==> src/rtl/if_id_if.sv <==
// Bundle between hazard/fetch control, instruction memory and the IF/ID stage.
// master drives control and memory data; slave is the stage itself.
interface if_id_if;
    logic        PCWrite;
    logic        IF_ID_Write;
    logic        IF_Flush;
    logic        PCSrc;
    logic [31:0] branch_target;
    logic [31:0] instr_mem_data;
    logic [31:0] instr_addr;
    logic [31:0] IF_ID_PC4;
    logic [31:0] IF_ID_Instr;
    logic        IF_ID_Valid;
    logic [5:0]  IF_ID_Opcode;
    logic [4:0]  IF_ID_RegisterRs;
    logic [4:0]  IF_ID_RegisterRt;
    logic [4:0]  IF_ID_RegisterRd;
    logic [15:0] stall_count;
    logic [15:0] flush_count;

    modport master (
        output PCWrite, IF_ID_Write, IF_Flush, PCSrc, branch_target, instr_mem_data,
        input  instr_addr, IF_ID_PC4, IF_ID_Instr, IF_ID_Valid, IF_ID_Opcode,
               IF_ID_RegisterRs, IF_ID_RegisterRt, IF_ID_RegisterRd,
               stall_count, flush_count
    );

    modport slave (
        input  PCWrite, IF_ID_Write, IF_Flush, PCSrc, branch_target, instr_mem_data,
        output instr_addr, IF_ID_PC4, IF_ID_Instr, IF_ID_Valid, IF_ID_Opcode,
               IF_ID_RegisterRs, IF_ID_RegisterRt, IF_ID_RegisterRd,
               stall_count, flush_count
    );
endinterface

==> src/rtl/if_id_stage.sv <==
// Fetch PC register plus IF/ID pipeline register with stall/flush control
// and saturating stall/flush event counters.
module if_id_stage #(
    parameter logic [31:0] RESET_PC  = 32'h00000000,
    parameter logic [31:0] NOP_INSTR = 32'h00000000
) (
    input  logic   clk,
    input  logic   rst_n,
    if_id_if.slave bus
);

    logic [31:0] pc_q, pc_d;
    logic [31:0] pc4_q, pc4_d;
    logic [31:0] instr_q, instr_d;
    logic        valid_q, valid_d;
    logic [15:0] stall_cnt_q, stall_cnt_d;
    logic [15:0] flush_cnt_q, flush_cnt_d;
    logic [31:0] pc_plus4;

    function automatic logic [15:0] sat_inc(input logic [15:0] v);
        return (v == 16'hFFFF) ? v : v + 16'd1;
    endfunction

    // Wraps modulo 2^32 naturally.
    assign pc_plus4 = pc_q + 32'd4;

    always_comb begin
        pc_d = pc_q;
        if (bus.PCSrc)
            pc_d = {bus.branch_target[31:2], 2'b00};
        else if (bus.PCWrite)
            pc_d = pc_plus4;
    end

    always_comb begin
        instr_d = instr_q;
        pc4_d   = pc4_q;
        valid_d = valid_q;
        if (bus.IF_Flush) begin
            instr_d = NOP_INSTR;
            pc4_d   = 32'h0;
            valid_d = 1'b0;
        end else if (bus.IF_ID_Write) begin
            instr_d = bus.instr_mem_data;
            pc4_d   = pc_plus4;
            valid_d = 1'b1;
        end
    end

    // A redirect is not a stall even though PCWrite may be low.
    always_comb begin
        stall_cnt_d = stall_cnt_q;
        flush_cnt_d = flush_cnt_q;
        if (!bus.PCWrite && !bus.PCSrc)
            stall_cnt_d = sat_inc(stall_cnt_q);
        if (bus.IF_Flush)
            flush_cnt_d = sat_inc(flush_cnt_q);
    end

    always_ff @(posedge clk or negedge rst_n) begin
        if (!rst_n) begin
            pc_q        <= {RESET_PC[31:2], 2'b00};
            pc4_q       <= 32'h0;
            instr_q     <= NOP_INSTR;
            valid_q     <= 1'b0;
            stall_cnt_q <= 16'h0;
            flush_cnt_q <= 16'h0;
        end else begin
            pc_q        <= pc_d;
            pc4_q       <= pc4_d;
            instr_q     <= instr_d;
            valid_q     <= valid_d;
            stall_cnt_q <= stall_cnt_d;
            flush_cnt_q <= flush_cnt_d;
        end
    end

    assign bus.instr_addr       = pc_q;
    assign bus.IF_ID_PC4        = pc4_q;
    assign bus.IF_ID_Instr      = instr_q;
    assign bus.IF_ID_Valid      = valid_q;
    assign bus.IF_ID_Opcode     = instr_q[31:26];
    assign bus.IF_ID_RegisterRs = instr_q[25:21];
    assign bus.IF_ID_RegisterRt = instr_q[20:16];
    assign bus.IF_ID_RegisterRd = instr_q[15:11];
    assign bus.stall_count      = stall_cnt_q;
    assign bus.flush_count      = flush_cnt_q;

endmodule

==> src/flat_wrapper.sv <==
// flat-port wrapper written by rule: the top's interface ports become plain ports
module if_id_stage_flat 
#(
    parameter logic [31:0] RESET_PC  = 32'h00000000,
    parameter logic [31:0] NOP_INSTR = 32'h00000000
)
  (clk, rst_n, bus_PCWrite, bus_IF_ID_Write, bus_IF_Flush, bus_PCSrc, bus_branch_target, bus_instr_mem_data, bus_instr_addr, bus_IF_ID_PC4, bus_IF_ID_Instr, bus_IF_ID_Valid, bus_IF_ID_Opcode, bus_IF_ID_RegisterRs, bus_IF_ID_RegisterRt, bus_IF_ID_RegisterRd, bus_stall_count, bus_flush_count);
  if_id_if bus_i ();
  input  logic clk;
  input  logic rst_n;
  input wire logic [$bits(bus_i.PCWrite)-1:0] bus_PCWrite;
  input wire logic [$bits(bus_i.IF_ID_Write)-1:0] bus_IF_ID_Write;
  input wire logic [$bits(bus_i.IF_Flush)-1:0] bus_IF_Flush;
  input wire logic [$bits(bus_i.PCSrc)-1:0] bus_PCSrc;
  input wire logic [$bits(bus_i.branch_target)-1:0] bus_branch_target;
  input wire logic [$bits(bus_i.instr_mem_data)-1:0] bus_instr_mem_data;
  output wire logic [$bits(bus_i.instr_addr)-1:0] bus_instr_addr;
  output wire logic [$bits(bus_i.IF_ID_PC4)-1:0] bus_IF_ID_PC4;
  output wire logic [$bits(bus_i.IF_ID_Instr)-1:0] bus_IF_ID_Instr;
  output wire logic [$bits(bus_i.IF_ID_Valid)-1:0] bus_IF_ID_Valid;
  output wire logic [$bits(bus_i.IF_ID_Opcode)-1:0] bus_IF_ID_Opcode;
  output wire logic [$bits(bus_i.IF_ID_RegisterRs)-1:0] bus_IF_ID_RegisterRs;
  output wire logic [$bits(bus_i.IF_ID_RegisterRt)-1:0] bus_IF_ID_RegisterRt;
  output wire logic [$bits(bus_i.IF_ID_RegisterRd)-1:0] bus_IF_ID_RegisterRd;
  output wire logic [$bits(bus_i.stall_count)-1:0] bus_stall_count;
  output wire logic [$bits(bus_i.flush_count)-1:0] bus_flush_count;
  assign bus_i.PCWrite = bus_PCWrite;
  assign bus_i.IF_ID_Write = bus_IF_ID_Write;
  assign bus_i.IF_Flush = bus_IF_Flush;
  assign bus_i.PCSrc = bus_PCSrc;
  assign bus_i.branch_target = bus_branch_target;
  assign bus_i.instr_mem_data = bus_instr_mem_data;
  assign bus_instr_addr = bus_i.instr_addr;
  assign bus_IF_ID_PC4 = bus_i.IF_ID_PC4;
  assign bus_IF_ID_Instr = bus_i.IF_ID_Instr;
  assign bus_IF_ID_Valid = bus_i.IF_ID_Valid;
  assign bus_IF_ID_Opcode = bus_i.IF_ID_Opcode;
  assign bus_IF_ID_RegisterRs = bus_i.IF_ID_RegisterRs;
  assign bus_IF_ID_RegisterRt = bus_i.IF_ID_RegisterRt;
  assign bus_IF_ID_RegisterRd = bus_i.IF_ID_RegisterRd;
  assign bus_stall_count = bus_i.stall_count;
  assign bus_flush_count = bus_i.flush_count;
  if_id_stage #(.RESET_PC(RESET_PC), .NOP_INSTR(NOP_INSTR)) u_core (.clk(clk), .rst_n(rst_n), .bus(bus_i));
endmodule
==> config.mk <==
export PLATFORM = sky130hd
export DESIGN_NAME = if_id_stage_flat
export DESIGN_NICKNAME = d
export VERILOG_FILES = /design/src/rtl/if_id_if.sv /design/src/rtl/if_id_stage.sv /design/src/flat_wrapper.sv
export SDC_FILE = /design/constraint.sdc
export NUM_CORES = 1
export LEC_CHECK = 0
export BUFFER_PORTS_ARGS = -buffer_cell sky130_fd_sc_hd__buf_2
export CAP_MARGIN = 20
export CORE_MARGIN = 2
export CORE_UTILIZATION = 40
export DETAILED_ROUTE_END_ITERATION = 10
export PLACE_DENSITY = 0.66
export SYNTH_ARGS = -nofsm -noshare
export SYNTH_HDL_FRONTEND = slang
export SYNTH_SLANG_ARGS = --single-unit
==> constraint.sdc <==
create_clock -name clk -period 3.2 [get_ports clk]
set_input_delay 0.64 -clock clk [delete_from_list [all_inputs] [get_ports clk]]
set_output_delay 0.64 -clock clk [all_outputs]
set_load 0.03 [all_outputs]
# Word level (Yosys, flattened, before mapping)
# Index checks and enable logic that the tools add are counted.
# totals
regBits	129
in_bits	70
out_inout_bits	150
elab_cells	28
# op_classes
add_sub_neg	3
n_eq_ne	2
mux	8
n_bitwise	2
reduce_logical	7
# ops
op	n
$mux W32	6
$add A16 B1 Y16 const B	2
$add A32 B3 Y32 const B	1
$eq A16 B16 Y1 const B	2
$reduce_and A2 Y1	2
$reduce_bool A2 Y1	2
$logic_not A1 Y1	2
$mux W1	2
$not A1 Y1	2
$logic_and A1 B1 Y1	1

# Logic depth before layout (Yosys ltp)
# Gate-level depths: netlist of the first run.
# depth
depth_word	3
depth_mapped	7
mapped_depth_nobuf	5

# Worst setup path before layout of the first run
# No wires, ideal clock.
# synth_timing
path_type	flip-flop to flip-flop
start	register u_core.pc_q[23] (netlist: u_core.bus.instr_addr[23])
end	register u_core.pc4_q[29] (netlist: u_core.bus.IF_ID_PC4[29])
setup_ps	99
arrival_time_ps	2127
required_ps	3101
setup_slack_ps	974
path_stages_with_launch	7
n_path_buf	2
synth_period_minus_slack_ps	2226
cell_sequence	dfrtp_1 > buf_2 > nand4_1 > or4_1 > clkbuf_1 > or4_1 > a311oi_1
# synth_between
elab_chain_cells	3
# synth_lines
element	line	source
start, declared	if_id_stage.sv:12	logic [31:0] pc_q, pc_d;
start signal, assigned	if_id_stage.sv:62	pc_q <= {RESET_PC[31:2], 2'b00};
start signal, assigned	if_id_stage.sv:69	pc_q <= pc_d;
$add A32 B3 Y32	if_id_stage.sv:25	assign pc_plus4 = pc_q + 32'd4;
$mux W32	if_id_stage.sv:43	end else if (bus.IF_ID_Write) begin
$mux W32	if_id_stage.sv:39	if (bus.IF_Flush) begin
end signal, assigned	if_id_stage.sv:70	pc4_q <= pc4_d;
end, declared	if_id_stage.sv:13	logic [31:0] pc4_q, pc4_d;
# Every way passes these cells. The select of a mux whose other input is x is not followed.
# A chain may end at the register's enable or synchronous reset.

# Final worst setup path of the first run
# layout_timing
start	register u_core.pc_q[2] (netlist: u_core.bus.instr_addr[2])
end	register u_core.pc4_q[30] (netlist: u_core.bus.IF_ID_PC4[30])
# The elaborated chain is that of the path after synthesis.

==> results of run 1 <==
==> cell families (layout without fill, tap and decap cells) <==
logic type      Yosys count  in the layout  share of synthesized area
compound gates          112            112                     0.1150
xor+xnor                 39             39                    0.05187
fa+ha+maj                 3              3                   0.005701
buf+inv                  77            260                    0.07201
flops                   126            126                     0.4788
mux                      39             39                    0.06023
other cells               1              2                  0.0005695
simple gates            277            277                     0.2158
==> per-stage QoR <==
stage               cells  area, sq um
finish               1074         8113
global route         1074         8113
CTS                  1074         8113
detailed placement   1047         7592
global placement     1047         7592
floorplan             675         6589
==> sequential cells by signal, summed over array words and instances (netlist names) <==
| signal | flops |
|---|---|
| u_core.bus.instr_addr | 30 |
| u_core.bus.flush_count | 16 |
| u_core.bus.stall_count | 16 |
| u_core.bus.IF_ID_Valid | 1 |
| u_core.bus.IF_ID_PC4 | 31 |
| u_core.bus.IF_ID_Instr | 32 |
==> final timing paths <==
check,start,to,slack (ns)
setup / recovery,u_core.bus.instr_addr[2],u_core.bus.IF_ID_PC4[30],0.94
hold / removal,rst_n,u_core.bus.IF_ID_Instr[23],0.26
setup reg to reg,u_core.bus.instr_addr[2],u_core.bus.IF_ID_PC4[30],0.94
hold reg to reg,u_core.bus.IF_ID_Valid,u_core.bus.IF_ID_Valid,0.48
max in group asynchronous,rst_n,u_core.bus.IF_ID_Instr[21],2.13
min in group clk,bus_branch_target[19],u_core.bus.instr_addr[19],0.43
==> cell usage in the layout, fill, tap and decap left out, types with 3 or more instances in the layout <==
master / instances
mux2i_1: 34
clkbuf_1: 5
o31ai_1: 19
nand3_1: 27
dfrtp_1: 126
buf_4: 9
and2_1: 4
nor4_1: 12
nor3b_1: 4
clkbuf_8: 3
o21ai_0: 28
or3_1: 11
nand4_1: 23
inv_1: 9
or4_1: 20
a31oi_1: 17
a21oi_1: 9
clkbuf_16: 17
and4_1: 8
o211ai_1: 4
ha_1: 3
xnor2_1: 18
mux2_2: 5
a211oi_1: 11
nor2_1: 95
nand2_1: 42
buf_2: 213
xor2_1: 21
or2_2: 5
and3_1: 5
nor3_1: 12
a311oi_1: 15
==> layer usage <==
| layer | up-vias | GRT usage | wire, um |
|---|---|---|---|
| met4 | 0 | 0.06631 | 303 |
| met3 | 20 | 0.04806 | 931 |
| met5 | - | 0 | 0 |
| li1 | 2780 | - | - |
| met1 | 2694 | 0.2825 | 8054 |
| met2 | 186 | 0.3270 | 8044 |
==> final cells by class <==
type	instances	area (sq um)
Tap cell	216	270.3
Clock buffer	25	485.5
Inverter	9	33.78
Sequential cell	126	3153
Multi-Input combinational cell	472	2962
Clock inverter	2	35.03
Timing Repair Buffer	224	1174
Fill cell	1588	7888
==> power groups by stage <==
stage	sequential [W]	combinational (W)	clock (W)
after CTS	0.00200	0.00112	0.00178
after floorplan	0.00230	0.000455	0
after global placement	0.00201	0.00110	0
after global routing	0.00204	0.00120	0.00185
after detailed placement	0.00202	0.00111	0
final	0.00200	0.00110	0.00175
==> worst max-delay path: stages (launching register included) <==
cell      delay [ns]
dfrtp_1         0.43
ha_1            0.26
and3_2          0.27
nand2_1         0.33
or4_1           0.60
a311oi_1        0.27
==> impl_metrics.csv, run 1 <==
group,metric,value,unit
yosys,ys_types,51,
power_and_ir_drop,power_frac_clock,0.360,
yosys,synth_area,0.006585,sq mm
die,rows,46,
critical_path,arrival,2.57,ns
detailed_routing,drtIter0Drc,345,
critical_path,critPathLaunchType,"register",
timing,tightest_slew,0.7202,ns
power_and_ir_drop,power_frac_comb,0.227,
detailed_routing,wl_per_cell,16.14,um
clocking,post_cts_buffers,0,
yosys,yosysWarnings,0,
clocking,clockBufferDepth,2,
clocking,cts_tree,"built",
yosys,yosys-top-cells-count,"dfrtp_1, nor2_1, nand2_1",
finish,design.final.nets,923,
detailed_routing,via_count,5680,
global_routing,grt_max_degree,66,
yosys,yosys.area.top_type,"dfrtp_1",
clocking,cts.hold.buffers_added,0,
timing,fin_hold_ws,0.2616,ns
die,ios,220,
placement,hpwl,12300,um
timing,rsz0062_at_grt,"false",
power_and_ir_drop,p_sw_frac,0.3347,
die,die_w,132.3,um
timing,report.final.slew_viol_count,0,
min_path,hp-class,"in2async",
placement,place.gp.congestion,0.8038,
power_and_ir_drop,power.density,598.1,mW/mm^2
detailed_routing,drc,0,
yosys,synth_top_area_frac,0.4788,
global_routing,gr-total-overflow,0,
yosys,yosys-top-cells-area,"dfrtp_1, nor2_1, mux2i_1, buf_4, xor2_1",
yosys,synth_cells,674,
clocking,cts.sinks,126,
detailed_routing,avgViaCountPerCell,5.289,
clocking,cts_resized,0,
finish,layout-drive-gt1-share,0.3042,
timing,setup_violations,0,
timing,skew,0.007507,ns
clocking,root_buffer,"clkbuf_16",
global_routing,grt_pass1_vias,5401,
detailed_routing,wirelength,17340,um
power_and_ir_drop,p_seq_frac,0.412,
global_routing,grt_first_pass_wirelength,28800,um
yosys,yosysMostFrequentCell,"dfrtp_1",
placement,dpl_worst_slack,0.8283,ns
clocking,clock_latency,0.41,ns
clocking,htree_num_levels,4,
timing,fin_tns_setup,0,ns
power_and_ir_drop,p_leak,3.888,nW
run_status,status,"finished, final reports clean",
finish,antennaDiodeCount,0,
timing,fin_ws,0.9390,ns
yosys,synth-edff-count,0,
global_routing,grt_antenna_before_repair,0,
power_and_ir_drop,power.total,0.004852,W
critical_path,r2r_cells,5,
finish,area_growth,23.20,%
critical_path,cp_max_fo,16,
clocking,clk_pin_slew_worst_paths,0.05,ns
timing,fin_crit_sh,0.7066,
job,drv_cap,0,
yosys,avgSynthCellArea,9.770,sq um
global_routing,grt_usage,0.2068,
die,fp.dieH,132.3,um
power_and_ir_drop,p_sw,0.001624,W
detailed_routing,first_pass_iters,4,
critical_path,path_class,"reg2reg",
die,coreArea,0.01600,sq mm
detailed_routing,ant_nets,0,
timing,final_hold_viol_count,0,
clocking,cts_buffers,17,
placement,port_buffers,215,
power_and_ir_drop,internal-power,0.003228,W
yosys,ys_seq_elements,126,
critical_path,crit_path_end_kind,"register",
yosys,synthFlopType,"dfrtp_1",
critical_path,crit_required,3.51,ns
die,die-area,0.01750,sq mm
timing,period_needed,2.261,ns
timing,fmax,442.3,MHz
yosys,ys_seq_area_frac,0.4788,
yosys,ys_async_sr_fraction,1.000,
timing,relSlewSlack,0.5199,
die,start_util,0.4116,
finish,final_util,0.5070,
power_and_ir_drop,peakVddDrop,0.5678,mV
No activity file was read; power rests on OpenSTA's default activity.
==> run 2, diff against run 1 <==
==> constraint.sdc (replaced) <==
create_clock -name clk -period 2.2 [get_ports clk]
set_input_delay 0.44 -clock clk [delete_from_list [all_inputs] [get_ports clk]]
set_output_delay 0.44 -clock clk [all_outputs]
set_load 0.03 [all_outputs]
==> run 2 against run 1 <==
Largest power group unchanged. Fmax rose by 8.0%. Sequential share of layout area decreased by 1.3 points. First-iteration DRC count shrank 25%. Largest cell class unchanged. Power up 48%. Utilization increased by 1.8 points. Combinational power grew 57%. Global-route usage hardly changed. Cell area increased by 3.6%. Clock power grew 49%.
==> impl_metrics.csv, run 2 (synthesis results as in run 1) <==
group,metric,value,unit
run_status,status,"finished, final reports clean",
finish,antennaDiodeCount,0,
critical_path,cp_max_fo,9,
clocking,clk_pin_slew_worst_paths,0.05,ns
clocking,cts_tree,"built",
min_path,hp-class,"in2reg",
clocking,post_cts_buffers,0,
timing,setup_violations,0,
job,drv_cap,0,
power_and_ir_drop,power.density,855.4,mW/mm^2
power_and_ir_drop,peakVddDrop,0.6804,mV
global_routing,gr-total-overflow,0,
finish,area_growth,27.63,%
power_and_ir_drop,p_sw,0.002421,W
min_path,worstHoldStart,"bus_branch_target[15]",
clocking,clock_latency,0.42,ns
detailed_routing,avgViaCountPerCell,5.336,
detailed_routing,drc,0,
critical_path,crit_slowest_cell,"or4_1",
clocking,cts.sinks,126,
critical_path,crit_required,2.52,ns
detailed_routing,via_count,5928,
critical_path,path_class,"reg2reg",
timing,fin_ws,0.1072,ns
critical_path,r2r_start,"u_core.bus.instr_addr[8]",
clocking,root_buffer,"clkbuf_16",
global_routing,grt_first_pass_wirelength,28720,um
timing,fin_tns_setup,0,ns
critical_path,critPathLaunchType,"register",
timing,tightest_slew,0.5664,ns
placement,port_buffers,215,
clocking,clockBufferDepth,2,
power_and_ir_drop,internal-power,0.004767,W
timing,fin_hold_ws,0.2292,ns
global_routing,grt_max_degree,45,
detailed_routing,drtIter0Drc,260,
finish,layout-drive-gt1-share,0.3374,
finish,fill_cells,1563,
die,coreArea,0.01600,sq mm
power_and_ir_drop,power_frac_clock,0.363,
clocking,cts_buffers,17,
power_and_ir_drop,p_leak,4.061,nW
finish,largest_register_ffs,32,
timing,skew,0.006719,ns
critical_path,arrival,2.41,ns
critical_path,cp_slowest_stage_delay,0.59,ns
timing,period_needed,2.093,ns
die,rows,46,
power_and_ir_drop,power_frac_comb,0.240,
critical_path,worstSetupStartpoint,"u_core.bus.instr_addr[8]",
detailed_routing,wl_per_cell,16.15,um
die,die_w,132.3,um
die,die-area,0.01750,sq mm
detailed_routing,first_pass_iters,5,
placement,dpl_worst_slack,0.1201,ns
critical_path,crit_chain,"buf_4 > and3_2 > nand4_1 > or4_1 > a311oi_1",
timing,fmax,477.8,MHz
timing,final_hold_viol_count,0,
finish,design.final.nets,956,
placement,hpwl,13130,um
power_and_ir_drop,p_seq_frac,0.397,
die,start_util,0.4116,
placement,place.gp.congestion,0.8483,
global_routing,grt_usage,0.2071,
detailed_routing,wirelength,17940,um
global_routing,grt_pass1_vias,5480,
timing,report.final.slew_viol_count,0,
die,fp.dieH,132.3,um
clocking,htree_num_levels,4,
detailed_routing,ant_nets,0,
power_and_ir_drop,p_sw_frac,0.3368,
timing,relSlewSlack,0.6189,
critical_path,crit_path_end_kind,"register",
timing,fin_crit_sh,0.9513,
finish,layout_common_cells,"buf_2, dfrtp_1, nor2_1",
die,ios,220,
finish,final_common_cell,"buf_2",
global_routing,grt_antenna_before_repair,0,
finish,final_util,0.5253,
timing,rsz0062_at_grt,"false",
run 2: cell types whose count changed in the layout (fill, tap and decap cells not counted), moves of 4 or more:
| cell | before | now |
|---|---|---|
| buf_4 | 9 | 40 |
| clkinv_2 | 1 | 5 |
| dfrtp_1 | 126 | 122 |
| dfrtp_2 | 0 | 4 |
run 2: through the flow:
stage	cells	power [W]	cell area (sq um)
after floorplan	675	0.004015	6593
after global placement	1079	0.004597	7849
after detailed placement	1079	0.004628	7849
after CTS	1111	0.007263	8403
after global routing	1111	0.007559	8404
final	1111	0.007189	8404
run 2: final cells by class:
type / count / area [sq um] / share of cell area
multi-input combinational: 472 / 2962 / 0.3524
timing repair buffer: 257 / 1436 / 0.1709
clock inverter: 7 / 62.56 / 0.007444
clock buffer: 24 / 481.7 / 0.05732
inverter: 9 / 33.78 / 0.004020
sequential: 126 / 3158 / 0.3758
tap: 216 / 270.3 / 0.03216
run 2: path summary, 6_finish.rpt:
kind	depth (start not counted)	slack, ns	to
hold / removal	3	0.23	u_core.bus.instr_addr[15]
setup / recovery	5	0.11	u_core.bus.IF_ID_PC4[29]
hold reg to reg	1	0.49	u_core.bus.flush_count[9]
max in group asynchronous	3	1.05	u_core.bus.IF_ID_PC4[7]
min in group asynchronous	2	0.54	u_core.bus.flush_count[14]
setup reg to reg	5	0.11	u_core.bus.IF_ID_PC4[29]
run 2: repair_timing:
| item | 4_1_cts | 5_1_grt |
|---|---|---|
| setup endpoints to repair | 0 | 5 |
| hold buffers | 1 | 0 |
| resized for setup | 0 | 1 |
| endpoints found under the hold margin | 28 | 0 |
run 2: power by group through the flow:
stage | Clock, W | Sequential, W | Combinational [W]
detailed placement | 0 | 0.00289 | 0.00174
floorplan | 0 | 0.00335 | 0.000662
global route | 0.00280 | 0.00290 | 0.00186
CTS | 0.00266 | 0.00285 | 0.00174
global placement | 0 | 0.00288 | 0.00172
finish | 0.00261 | 0.00286 | 0.00173
run 2: critical path, delay by kind of cell, from the launching register on:
| kind | cells | cell delay, ns |
|---|---|---|
| AND/OR/NAND/NOR | 3 | 1.18 |
| flip-flops | 1 | 0.38 |
| buffers and inverters | 1 | 0.17 |
| AO/OA/AOI/OAI | 1 | 0.26 |
run 2: layer usage:
metal | wire length (um) | up-vias | track usage
met4 | 450 | 0 | 0.08423
met1 | 8024 | 2825 | 0.2700
met5 | 0 | - | 0
met2 | 8348 | 209 | 0.3316
li1 | - | 2864 | -
met3 | 1120 | 30 | 0.05113
